`src/rtl/staff_pkg.sv`:
```
// Types and constants shared by the staff writer blocks: note encoding, page size, scheduler states.
package staff_pkg;

  localparam int SLOTS  = 160;
  localparam int NOTE_W = 6;
  localparam int PTR_W  = 8;

  typedef logic [NOTE_W-1:0] note_t;

  localparam note_t NOTE_REST = 6'b000000;

  typedef enum logic [1:0] {
    FILL,
    HOLD,
    CLEAR
  } sched_state_t;

endpackage

```
`src/rtl/frame_strobe.sv`:
```
// Single-cycle strobe at pixel (0, COMMIT_LINE) of each frame; purely combinational, no backpressure.
module frame_strobe #(
  parameter int HCOUNT_W    = 11,
  parameter int VCOUNT_W    = 10,
  parameter int COMMIT_LINE = 600
) (
  input  logic [HCOUNT_W-1:0] hcount_in,
  input  logic [VCOUNT_W-1:0] vcount_in,
  output logic                strobe_out
);

  assign strobe_out = (vcount_in == VCOUNT_W'(COMMIT_LINE)) && (hcount_in == '0);

endmodule

```
`src/rtl/staff_scheduler.sv`:
```
// Packs incoming notes into a working page and copies it to the display buffer only on the commit line.
// Commit lands one edge after the strobe cycle; notes are refused (ready low) while a full page is held or wiped.
module staff_scheduler
  import staff_pkg::*;
#(
  parameter int COMMIT_LINE = 600,
  parameter int HOLD_FRAMES = 60
) (
  input  logic                    pixel_clk_in,
  input  logic                    rst_in,
  input  logic [10:0]             hcount_in,
  input  logic [9:0]              vcount_in,
  input  note_t                   note_in,
  input  logic                    note_valid_in,
  output logic                    note_ready_out,
  input  logic                    clear_in,
  output note_t [SLOTS-1:0]       notes_out,
  output logic [PTR_W-1:0]        write_ptr_out,
  output logic                    page_full_out,
  output logic                    commit_out
);

  localparam int               CNT_W     = $clog2(HOLD_FRAMES + 1);
  localparam logic [PTR_W-1:0] LAST_SLOT = PTR_W'(SLOTS - 1);

  sched_state_t       state_q;
  logic               ready_q;
  logic               full_q;
  logic               dirty_q;
  logic [PTR_W-1:0]   wr_ptr_q;
  logic [PTR_W-1:0]   clr_ptr_q;
  logic [CNT_W-1:0]   frame_cnt_q;
  note_t [SLOTS-1:0]  work_q;
  note_t [SLOTS-1:0]  disp_q;
  logic               commit_q;

  logic strobe;
  logic handshake;
  logic commit_d;

  frame_strobe #(
    .HCOUNT_W    (11),
    .VCOUNT_W    (10),
    .COMMIT_LINE (COMMIT_LINE)
  ) u_frame_strobe (
    .hcount_in  (hcount_in),
    .vcount_in  (vcount_in),
    .strobe_out (strobe)
  );

  assign handshake = note_valid_in & ready_q;

  always_comb begin
    commit_d = strobe && dirty_q && (state_q != CLEAR);
  end

  // Display copy samples the registered page, so a same-cycle write waits for the next strobe.
  always_ff @(posedge pixel_clk_in or negedge rst_in) begin
    if (!rst_in) begin
      disp_q   <= '0;
      commit_q <= 1'b0;
    end else begin
      commit_q <= commit_d;
      if (commit_d) disp_q <= work_q;
    end
  end

  always_ff @(posedge pixel_clk_in or negedge rst_in) begin
    if (!rst_in) begin
      state_q     <= FILL;
      ready_q     <= 1'b1;
      full_q      <= 1'b0;
      dirty_q     <= 1'b0;
      wr_ptr_q    <= '0;
      clr_ptr_q   <= '0;
      frame_cnt_q <= '0;
      work_q      <= '0;
    end else begin
      if (commit_d) dirty_q <= 1'b0;

      if (clear_in) begin
        // Abort wins over any handshake in the same cycle; the offered note is dropped.
        state_q     <= CLEAR;
        ready_q     <= 1'b0;
        full_q      <= 1'b0;
        clr_ptr_q   <= '0;
        wr_ptr_q    <= '0;
        frame_cnt_q <= '0;
      end else begin
        case (state_q)
          FILL: begin
            if (handshake) begin
              work_q[wr_ptr_q] <= note_in;
              wr_ptr_q         <= wr_ptr_q + 1'b1;
              dirty_q          <= 1'b1;
              if (wr_ptr_q == LAST_SLOT) begin
                state_q     <= HOLD;
                ready_q     <= 1'b0;
                full_q      <= 1'b1;
                frame_cnt_q <= '0;
              end
            end
          end
          HOLD: begin
            if (strobe) begin
              if (frame_cnt_q == CNT_W'(HOLD_FRAMES - 1)) begin
                state_q   <= CLEAR;
                full_q    <= 1'b0;
                clr_ptr_q <= '0;
              end else begin
                frame_cnt_q <= frame_cnt_q + 1'b1;
              end
            end
          end
          CLEAR: begin
            work_q[clr_ptr_q] <= NOTE_REST;
            if (clr_ptr_q == LAST_SLOT) begin
              // Dirty is forced so the next strobe publishes the blank page.
              state_q  <= FILL;
              ready_q  <= 1'b1;
              wr_ptr_q <= '0;
              dirty_q  <= 1'b1;
            end else begin
              clr_ptr_q <= clr_ptr_q + 1'b1;
            end
          end
          default: begin
            state_q <= FILL;
            ready_q <= 1'b1;
            full_q  <= 1'b0;
          end
        endcase
      end
    end
  end

  assign note_ready_out = ready_q;
  assign page_full_out  = full_q;
  assign write_ptr_out  = wr_ptr_q;
  assign notes_out      = disp_q;
  assign commit_out     = commit_q;

endmodule

```
`config.mk`:
```
export PLATFORM = sky130hd
export DESIGN_NAME = staff_scheduler
export DESIGN_NICKNAME = d
export VERILOG_FILES = /design/src/rtl/staff_pkg.sv /design/src/rtl/frame_strobe.sv /design/src/rtl/staff_scheduler.sv
export SDC_FILE = /design/constraint.sdc
export NUM_CORES = 2
export LEC_CHECK = 0
export ABC_AREA = 1
export ABC_CLOCK_PERIOD_IN_PS = 2800
export BUFFER_PORTS_ARGS = -buffer_cell sky130_fd_sc_hd__buf_2
export CORE_AREA = 2 2 447 494
export CTS_BUF_LIST = sky130_fd_sc_hd__clkbuf_4
export DETAILED_ROUTE_END_ITERATION = 8
export DIE_AREA = 0 0 449 496
export MAX_ROUTING_LAYER = met4
export PLACE_DENSITY = 0.62
export SYNTH_ARGS = -nofsm -noshare
export SYNTH_HDL_FRONTEND = slang
export SYNTH_HIERARCHICAL = 1
export SYNTH_SLANG_ARGS = --single-unit
```
`constraint.sdc`:
```
create_clock -name pixel_clk_in -period 2.8 [get_ports pixel_clk_in]
set_input_delay 0.56 -clock pixel_clk_in [delete_from_list [all_inputs] [get_ports pixel_clk_in]]
set_output_delay 0.56 -clock pixel_clk_in [all_outputs]
set_load 0.01 [all_outputs]
```
* Yosys cells after proc, flatten, opt, wreduce, memory -nomap -nowiden
Index checks and enable logic that the tools add are counted.
Word-level totals: input port bits 31, bits in registers 1948
Cells by class: bitwise logic cells 4, reduce and logical (&&, ||, !) cells 18, muxes and demuxes 45, order comparisons 4, equal/unequal tests 17, $add $sub $neg 3
Operators with widths (count):
- one-hot mux 960 bit (2 select lines) | 1
- AND 960 bit | 1
- bitwise mux 960 bit | 1
- two-way mux 960 bit | 1
- NOT 960 bit | 1
- demux 6 bit (select 8 bit) | 2
- two-way mux 8 bit | 7
- two-way mux 6 bit | 7
- one-hot mux 8 bit (2 select lines) | 2
- inequality test 3 bit (second input constant) | 7
- less-than comparator 8 x 9 -> 1 bit (second input constant) | 2
- adder 8 x 1 -> 8 bit (second input constant) | 2
- == test 8 bit (second input constant) | 2
- >= comparator 8 x 1 -> 1 bit (second input constant) | 2
- AND reduction 5 bit | 3
- two-way mux 1 bit | 13
- two-way mux 2 bit | 6
- one-hot mux 6 bit (2 select lines) | 1
- zero test 11 bit | 1
- == test 10 bit (second input constant) | 1
- nonzero test 3 bit | 3
- inequality test 2 bit (second input constant) | 4
- AND reduction 4 bit | 2
- adder 6 x 1 -> 6 bit (second input constant) | 1
- 12 further kinds | 18

* Logic depth before layout (Yosys ltp)
depth after elaboration 8, depth in mapped cells 13, depth with buffers taken out 12

* Hierarchy
Netlist, hierarchy kept.
Modules (own cells, without submodules):
- staff_scheduler | area each 86540.5 um2, times used 1, cells each 10626
- frame_strobe | area each 76.3 um2, times used 1, cells each 19

* Worst setup path before layout
Ideal clock, no wire load.
path type flip-flop to flip-flop, start point reg wr_ptr_q[0] (netlist: write_ptr_out[0]), end point reg work_q[696] (netlist bit), arrival time 1967 ps, slack 716 ps, required time 2684 ps, library setup time 116 ps, path buffers 0, stages on the path, launching flop included 10, cells stage by stage dfrtp_1 -> inv_1 -> ha_1 -> nand3_2 -> nor2_4 -> nor2_1 -> nor2_2 -> inv_2 -> nand2_1 -> nand2_1
On the way: longest elaborated chain between the ends 7
Ends and longest elaborated chain:
- from (decl) | RTL line staff_scheduler.sv:30 | logic [PTR_W-1:0] wr_ptr_q;
- from (signal assigned) | RTL line staff_scheduler.sv:94 | wr_ptr_q <= wr_ptr_q + 1'b1;
- less-than comparator 8 x 9 -> 1 bit (not written as such) / >= comparator 8 x 1 -> 1 bit (equally long branches) | RTL line staff_scheduler.sv:93 | work_q[wr_ptr_q] <= note_in;
- logical AND 1 bit (not written as such) | RTL line staff_scheduler.sv:93
- two-way mux 6 bit (not written as such) | RTL line staff_scheduler.sv:93
- demux 6 bit (select 8 bit) (*) | RTL line staff_scheduler.sv:93
- bitwise mux 960 bit (*) | RTL line staff_scheduler.sv:93
- two-way mux 960 bit (*) | RTL line staff_scheduler.sv:92 | if (handshake) begin
- one-hot mux 960 bit (2 select lines) (*) | RTL line staff_scheduler.sv:90 | case (state_q)
- to (signal, indexed assignment) | RTL line staff_scheduler.sv:93
- to (decl) | RTL line staff_scheduler.sv:33 | note_t [SLOTS-1:0] work_q;
Mark *: on every way between the ends. The rest lies on a longest branch, timed or not. The select of a mux whose other input is x is not followed. A chain may end at the register's enable or synchronous reset.

* Worst setup path after layout
start point in vcount_in[0], end point reg frame_cnt_q[0]
On the way: longest elaborated chain between the ends 4
Ends and longest elaborated chain:
- from (decl) | RTL line staff_scheduler.sv:12 | input logic [9:0] vcount_in,
- == test 10 bit | RTL line frame_strobe.sv:12 | assign strobe_out = (vcount_in == VCOUNT_W'(COMMIT_LINE)) && (hcount_in == '0);
- logical AND 1 bit | RTL line frame_strobe.sv:12
- named net strobe | RTL line staff_scheduler.sv:37 | logic strobe;
- inequality test 3 bit (no source line)
- AND reduction 5 bit (no source line)
- to (signal assigned) | RTL line staff_scheduler.sv:111 | frame_cnt_q <= frame_cnt_q + 1'b1;
- to (decl) | RTL line staff_scheduler.sv:32 | logic [CNT_W-1:0] frame_cnt_q;
The timed path passes the listed nets, and every way through them passes these cells.

==> results.cfg <==
[global_routing]
antenna_found_initial = 12
globalRouteOverflowTotal = 0
grt_pass1_wl_mm = 488
grt.total_usage_pct = 29.9
grt_max_degree = 166
grt_pass1_vias = 77253

[outcome]
run_status = complete, no violations

[clock_tree]
cts-root-buf = clkbuf_4
cts_made_buffers = 532
numClockSinks = 1948
tritoncts = built
clock_latency_ns = 1.44
htree_levels = 6
cts_buffer_depth = 4
clkTransAtPathRegs_ns = 0.06

[timing]
tightest_slew_ns = 1.02
slew_headroom_pct = 31.8
fin_skew_ns = 0.109
post-route-period-util_pct = 98.7
slew_violations = 0
setup_viol = 0
min_period_ns = 2.76
hold_viol = 0
rsz0062_at_grt = false
fmax_mhz = 362

[final_layout]
layout_common_cells = nand2_1, dfrtp_1, nand3_1
finalNetCount = 12010
fillers = 21104
stdcell_area_um2 = 104000
drive_gt1_share_pct = 19.7
layout_commonest_cell = nand2_1
synthToLayoutAreaGrowth_pct = 19.8
postLayoutCoreUtil_pct = 47.7

[routing]
wl_per_cell_um = 21.7
vias_per_cell = 5.32
drt_iter0_drc = 8321
finalWirelength_mm = 331
vias = 80931
firstDrtPassIters = 9
ant_nets = 0
drc = 0

[die]
die_h_um = 496
start_util_pct = 39.8
die_area_um2 = 223000
die_w_um = 449
rows = 180
core_area_um2 = 218000
ios = 1002

[yosys]
synthCells = 10645
synth_warnings = 6
ys_types = 30
synthAdderAreaFrac_pct = 0.130
synth.largest_area_cell = dfrtp_1
synth_top_family_by_area = simple AND/OR/NAND/NOR gates
ys_seq_elements = 1948
syn_avg_cell_area_um2 = 8.14
syn_nets = 10685
syn_area_um2 = 86600
synth_top_area_share_pct = 56.2
synth_compound_area_share_pct = 8.07
yosys.area_share.xor_xnor_pct = 0.0303
synth_area_leaders = dfrtp_1, nand2_1, nand3_1, o21ai_0, inv_1
yosysSeqAreaShare_pct = 56.3
synthSimpleGateAreaFrac_pct = 29.2
synth.area.mux_share_pct = 0

[worst_setup_path]
worstSetupStartpointType = primary input
cp.arrival_ns = 3.96
critPathRequiredTime_ns = 4.00
cp-end-kind = flop
cp_max_fo = 6
critPathKind = primary input to flop

[pwr]
power.density_nw_per_um2 = 592
p_leak_nw = 56.0
peakVddDrop_uv = 344

[placed_design]
dpl.hpwl_mm = 229
io_buffers = 1001
placed_area_um2 = 96900
gp_congestion = 0.896

[job]
cap_violations = 0

[worst_hold_path]
hold_path.class = primary input to flop
[final cells by class]
class	count	area [µm²]	area share, %
multi-input cells	7327	32600	31.4
flip-flops and latches	1948	48800	47.0
inverters	740	2800	2.70
clock buffers	755	5670	5.46
repair buffers	1421	9610	9.26
diodes	11	27.5	0.0265
clock inverters	95	607	0.585
well taps	2912	3640	3.51
[worst paths after layout]
check	from	endpoint	slack, ns	cells past startpoint
max reg2reg	write_ptr_out[0]	work_q[353]	0.22	9
max in group asynchronous	rst_in	notes_out[472]	1.40	5
min in group asynchronous	rst_in	work_q[314]	0.70	4
min reg2reg	work_q[198]	notes_out[198]	0.41	2
min	note_in[2]	work_q[812]	0.23	6
max	vcount_in[0]	frame_cnt_q[0]	0.04	13
[report_power, final]
group          total [mW]  switching (mW)  internal, mW
sequential           30.4           0.787          29.6
clock                25.1            12.0          13.0
combinational        5.91            4.16          1.75
total                61.4            17.0          44.4
[per-layer routing]
| layer | GRT usage (%) | part of all wire (%) | vias to the layer above | wire, µm |
|---|---|---|---|---|
| met5 | - | 0 | - | 0 |
| met4 | 15.5 | 5.3 | 0 | 17500 |
| met3 | 6.78 | 9.3 | 764 | 30900 |
| met2 | 43.7 | 44 | 4076 | 146000 |
| met1 | 38.8 | 41 | 38917 | 137000 |
| li1 | - | - | 37174 | - |
[stage by stage]
stage	setup WS, ns	total power, mW	TNS (ns)	cells	hold slack (ns)
global placement	-0.106	36.5	-10.40	14305	0.452
detailed placement	-0.0969	36.7	-7.79	14305	0.457
global route	0.000609	64.3	0	15202	0.191
finish	0.0371	61.4	0	15209	0.227
CTS	-0.0259	62.0	-0.0800	15191	0.0133
floorplan	0.716	33.9	0	10645	0.264
[Yosys cell counts, drive strengths merged]
| library cell | count |
|---|---|
| o21ai | 1222 |
| or2 | 2 |
| o22ai | 138 |
| buf | 238 |
| ha | 9 |
| inv | 736 |
| clkinv | 4 |
| a21oi | 1 |
| clkbuf | 393 |
| nor2 | 444 |
| nand4 | 14 |
| xnor2 | 1 |
| dfrtp | 1947 |
| xor2 | 2 |
| nor3 | 5 |
| nand3 | 1620 |
| a22o | 1 |
| dfstp | 1 |
| nand2 | 3867 |
[worst max-delay path: stages]
cell and delay, ns:
dlygate4sd3_1 0.53, buf_2 0.11, nor2_1 0.10, dlygate4sd3_1 0.58, nand4_1 0.08, dlygate4sd3_1 0.61
nor2_4 0.21, nand2_1 0.07, dlygate4sd3_1 0.55, o21ai_1 0.20, nand2_1 0.18, nand2_1 0.09
o21ai_0 0.09
[sequential cells by signal, indices dropped and copies added, names as in the netlist, 2 cells and up]
register / flops
work_q: 960
notes_out: 960
state_q: 2
write_ptr_out: 8
clr_ptr_q: 8
frame_cnt_q: 6
[cell families after synthesis]
logic type               count (synthesis)
XOR/XNOR                                 3
adder cells (fa/ha/maj)                  9
AND/OR/NAND/NOR                       5952
flip-flops                            1948
buffers and inverters                 1371
AO/OA/AOI/OAI                         1362
[timing repair]
action | 4_1_cts | 5_1_grt
pin swaps | 0 | 2
resized for setup | 37 | 6
hold endpoints to repair | 3111 | 0
setup buffers | 7 | 6
hold buffers | 29 | 0
gates cloned | 0 | 1
setup endpoints to repair | 30 | 18
Note: power is estimated with default switching activity, not from simulation.
